**config.mk**
```make
export PLATFORM = sky130hd
export DESIGN_NAME = selector_pipe
export DESIGN_NICKNAME = d
export VERILOG_FILES = /design/src/rtl/selector_pipe.sv
export SDC_FILE = /design/constraint.sdc
export NUM_CORES = 1
export LEC_CHECK = 0
export ABC_AREA = 1
export BUFFER_PORTS_ARGS = -buffer_cell sky130_fd_sc_hd__buf_4
export CORE_MARGIN = 2
export CORE_UTILIZATION = 42
export CTS_CLUSTER_SIZE = 12
export DETAILED_ROUTE_END_ITERATION = 16
export GPL_ROUTABILITY_DRIVEN = 0
export PLACE_DENSITY = 0.8
export SLEW_MARGIN = 20
export SYNTH_ARGS = -nofsm -noshare
export SYNTH_HDL_FRONTEND = slang
export SYNTH_SLANG_ARGS = --single-unit
```
**constraint.sdc**
```tcl
create_clock -name clk -period 1.55 [get_ports clk]
set_clock_uncertainty 0.1 [all_clocks]
set_input_delay 0.2325 -clock clk [delete_from_list [all_inputs] [get_ports clk]]
set_output_delay 0.2325 -clock clk [all_outputs]
set_load 0.005 [all_outputs]
```
**src/rtl/selector_pipe.sv**
```systemverilog
// Registered N-way selector with a two-entry (output + skid) buffer.
// The selected choice is resolved at acceptance; out-of-range selects forward zero and raise sel_err.
module selector_pipe #(
  parameter int WIDTH  = 5,
  parameter int NUM_IN = 4,
  parameter int SEL_W  = 2
) (
  input  logic                    clk,
  input  logic                    rst_n,
  input  logic [NUM_IN*WIDTH-1:0] in_data,
  input  logic [SEL_W-1:0]        in_sel,
  input  logic                    in_valid,
  output logic                    in_ready,
  output logic [WIDTH-1:0]        out_data,
  output logic                    out_valid,
  input  logic                    out_ready,
  input  logic                    flush,
  output logic                    sel_err,
  input  logic                    err_clr
);

  // Handshake: a transfer happens on a rising edge where valid && ready on
  // that side. in_ready is !sr_valid_q only, so it never depends on out_ready
  // or in_valid in the same cycle.
  localparam logic [SEL_W:0] NumInW = (SEL_W + 1)'(NUM_IN);

  logic [WIDTH-1:0] or_data_q, or_data_d;
  logic             or_valid_q, or_valid_d;
  logic [WIDTH-1:0] sr_data_q, sr_data_d;
  logic             sr_valid_q, sr_valid_d;
  logic             sel_err_q, sel_err_d;

  logic [WIDTH-1:0] sel_val;
  logic             sel_oob;
  logic             in_xfer;
  logic             out_xfer;

  assign in_ready  = !sr_valid_q;
  assign out_data  = or_data_q;
  assign out_valid = or_valid_q;
  assign sel_err   = sel_err_q;

  assign in_xfer  = in_valid && in_ready;
  assign out_xfer = or_valid_q && out_ready;
  assign sel_oob  = {1'b0, in_sel} >= NumInW;

  always_comb begin
    sel_val = '0;
    for (int k = 0; k < NUM_IN; k++) begin
      if (in_sel == SEL_W'(k)) sel_val = in_data[k*WIDTH +: WIDTH];
    end
  end

  always_comb begin
    or_data_d  = or_data_q;
    or_valid_d = or_valid_q;
    sr_data_d  = sr_data_q;
    sr_valid_d = sr_valid_q;
    sel_err_d  = sel_err_q;

    if (flush) begin
      // Everything held or offered this cycle is discarded.
      or_valid_d = 1'b0;
      sr_valid_d = 1'b0;
    end else if (out_xfer || !or_valid_q) begin
      if (sr_valid_q) begin
        or_data_d  = sr_data_q;
        sr_valid_d = 1'b0;
      end else if (in_xfer) begin
        or_data_d  = sel_val;
        or_valid_d = 1'b1;
      end else begin
        or_valid_d = 1'b0;
      end
    end else if (in_xfer) begin
      sr_data_d  = sel_val;
      sr_valid_d = 1'b1;
    end

    if (in_xfer && sel_oob) begin
      sel_err_d = 1'b1;
    end else if (err_clr) begin
      sel_err_d = 1'b0;
    end
  end

  always_ff @(posedge clk or negedge rst_n) begin
    if (!rst_n) begin
      or_data_q  <= '0;
      or_valid_q <= 1'b0;
      sr_data_q  <= '0;
      sr_valid_q <= 1'b0;
      sel_err_q  <= 1'b0;
    end else begin
      or_data_q  <= or_data_d;
      or_valid_q <= or_valid_d;
      sr_data_q  <= sr_data_d;
      sr_valid_q <= sr_valid_d;
      sel_err_q  <= sel_err_d;
    end
  end

endmodule

```
==> impl_metrics.tcl <==
set metrics [dict create \
    min_period_over_period_pct 84.1 \
    grt_max_degree 13 \
    avgSynthCellArea_um2 6.68 \
    syn_area_um2 714 \
    firstDrtPassIters 4 \
    multi_input_area_um2 363 \
    endpoint_kind "flop" \
    crit_type "reg2reg" \
    internal-power_mw 0.669 \
    setup_viol 0 \
    syn-num-nets 135 \
    cts.path.max_buffers 2 \
    fin_crit_ps 1300 \
    ir_worst_vdd_mv 0.584 \
    yosys.area.top_type "dfrtp_1" \
    synth_async_sr_flop_share_pct 100 \
    powerDensity_nw_per_um2 929 \
    synth_common_cells "nand2_1 (41), dfrtp_1 (12), nor2_1 (12)" \
    core_um2 1560 \
    vias_per_cell 4.92 \
    start_util_pct 45.8 \
    worstHoldStart "flush" \
    finalNetCount 171 \
    dp_slack_ps 245 \
    synth.most_common_cell "nand2_1" \
    finalHoldViolations 0 \
    fillers 145 \
    rsz0062_at_grt "no" \
    drc 0 \
    wl_per_cell_um 10.7 \
    drt_iter0_markers 11 \
    r2r_start "sr_valid_q" \
    numCtsBuffers 3 \
    final_layout_size_suffix_gt1_share_pct 28.2 \
    num_rows 14 \
    grt_pass1_vias 716 \
    grt_pass1_wl_mm 2.89 \
    critPathLaunchType "flop" \
    arrival_ps 1400 \
    ant_nets 0 \
    outcome "finished, final reports clean" \
    htree_levels 1 \
    p_clk_share_pct 27.2 \
    required_ps 1650 \
    cap_viol_max_count 0 \
    antenna_found_initial 0 \
    timing.fmax_ghz 0.768 \
    root_buffer "clkbuf_4" \
    die-area_um2 2050 \
    diodes 0 \
    hold_class "in2reg" \
    fp.dieH_um 45.2 \
    io_pins 36 \
    die_w_um 45.2 \
    p_leak_nw 0.579 \
    hpwlAfterDp_mm 1.37 \
    cts_setup_buffers 0 \
    seq_area_frac_synth_pct 42.0 \
    clock_sinks 12 \
    path_clk_slew_ps 80 \
    yosys_warnings 0 \
    critPathLaunch "sr_valid_q" \
    slew_violations 0 \
    numPortBuffers 33 \
    synthCells 107 \
    setup_ws_ps 247 \
    synth.distinct_cells 13 \
    crit_fanout 10 \
    synth_top_area_share_pct 42.0 \
    synth_enable_flop_cells 0 \
    ys_seq_elements 12 \
    wirelength_mm 1.69 \
    synth_area_leaders "dfrtp_1 (42%), nand2_1 (22%), nand3_1 (7.7%)" \
    grt_usage_pct 19.6 \
    seq_area_um2 300 \
    fin_tns_setup_ps 0 \
    switching_share_pct 28.8 \
    synth_flop_cell "dfrtp_1" \
    p_sw_mw 0.271 \
    combPwrFrac_pct 26.9 \
    cts_tree "built" \
    clk_latency_ps 280 \
    power_frac_seq_pct 45.9 \
    area_growth_pct 41.5 \
    vias 778 \
    overflow 0 \
]
[area by class of cell]
cell class	instances	area share, %
Multi-Input combinational cell	84	35.9
Sequential cell	12	29.7
Timing Repair Buffer	35	26.2
Clock buffer	4	3.59
Inverter	7	2.60
Tap cell	16	1.98
[worst max-delay path: stages, from the launching register on]
cell     delay (ps)
dfrtp_1         370
inv_1           130
nand4_1         330
o21ai_0         280
[layer usage]
metal / global-route usage (%) / vias up / wire length, um
met4: 7.06 / 0 / 19
li1: - / 405 / -
met1: 23.6 / 357 / 768
met2: 33.7 / 13 / 853
met5: 0 / - / 0
met3: 4.80 / 3 / 54
[sequential cells by signal, summed over array words and instances (netlist names)]
signal      count
out_data        5
sr_data_q       5
out_valid       1
sr_valid_q      1
[power groups by stage]
stage          registers [mW]  logic [mW]  clock network (mW)
3_3_place_gp            0.434       0.245                   0
5_1_grt                 0.439       0.291               0.270
6_report                0.431       0.252               0.255
3_5_place_dp            0.436       0.254                   0
4_1_cts                 0.431       0.256               0.258
2_1_floorplan           0.433       0.124                   0
[final timing paths]
path	to	slack, ps	depth (start not counted)
min reg2reg	out_data[0]	390	2
max reg2reg	sr_data_q[4]	250	3
min in group asynchronous	out_data[4]	220	2
max	sr_data_q[4]	250	3
max in group asynchronous	out_data[3]	970	2
min	sr_valid_q	100	4
[cells in the final DEF, fill, tap and decap left out]
master         Yosys  layout
buf_4              2      34
clkbuf_4           0       3
clkbuf_8           0       1
conb_1             1       1
dfrtp_1           12      12
dlygate4sd3_1      0       1
inv_1              7       7
nand2_1           41      41
nand2_2            1       1
nand3_1           11      11
nand4_1            1       1
nor2_1            12      12
nor2_2             1       1
o21ai_0           11      11
or2_0              5       5
[timing repair]
action                    4_1_cts  5_1_grt
hold buffers                    1        0
hold endpoints to repair       12        0
resized for setup               0        0
[per-stage QoR]
stage / hold slack [ps] / power (mW) / util (%) / instance area [um2] / std cells
2_1_floorplan: -163 / 0.557 / - / 714 / 107
3_3_place_gp: -23.4 / 0.679 / 61.9 / 965 / 153
3_5_place_dp: -19.2 / 0.690 / 61.9 / 965 / 153
4_1_cts: 98.6 / 0.945 / 64.8 / 1010 / 158
5_1_grt: 121 / 1.00 / 64.8 / 1010 / 158
6_report: 103 / 0.939 / 64.8 / 1010 / 158
[kinds of logic (layout without fill, tap and decap cells)]
family,after synthesis,after routing,share of synthesized area [%]
other cells,1,1,0.525
flops,12,12,42.0
buf+inv,11,46,7.18
simple gates,72,72,42.6
compound gates,11,11,7.71
(Power assumes the default switching activity.)
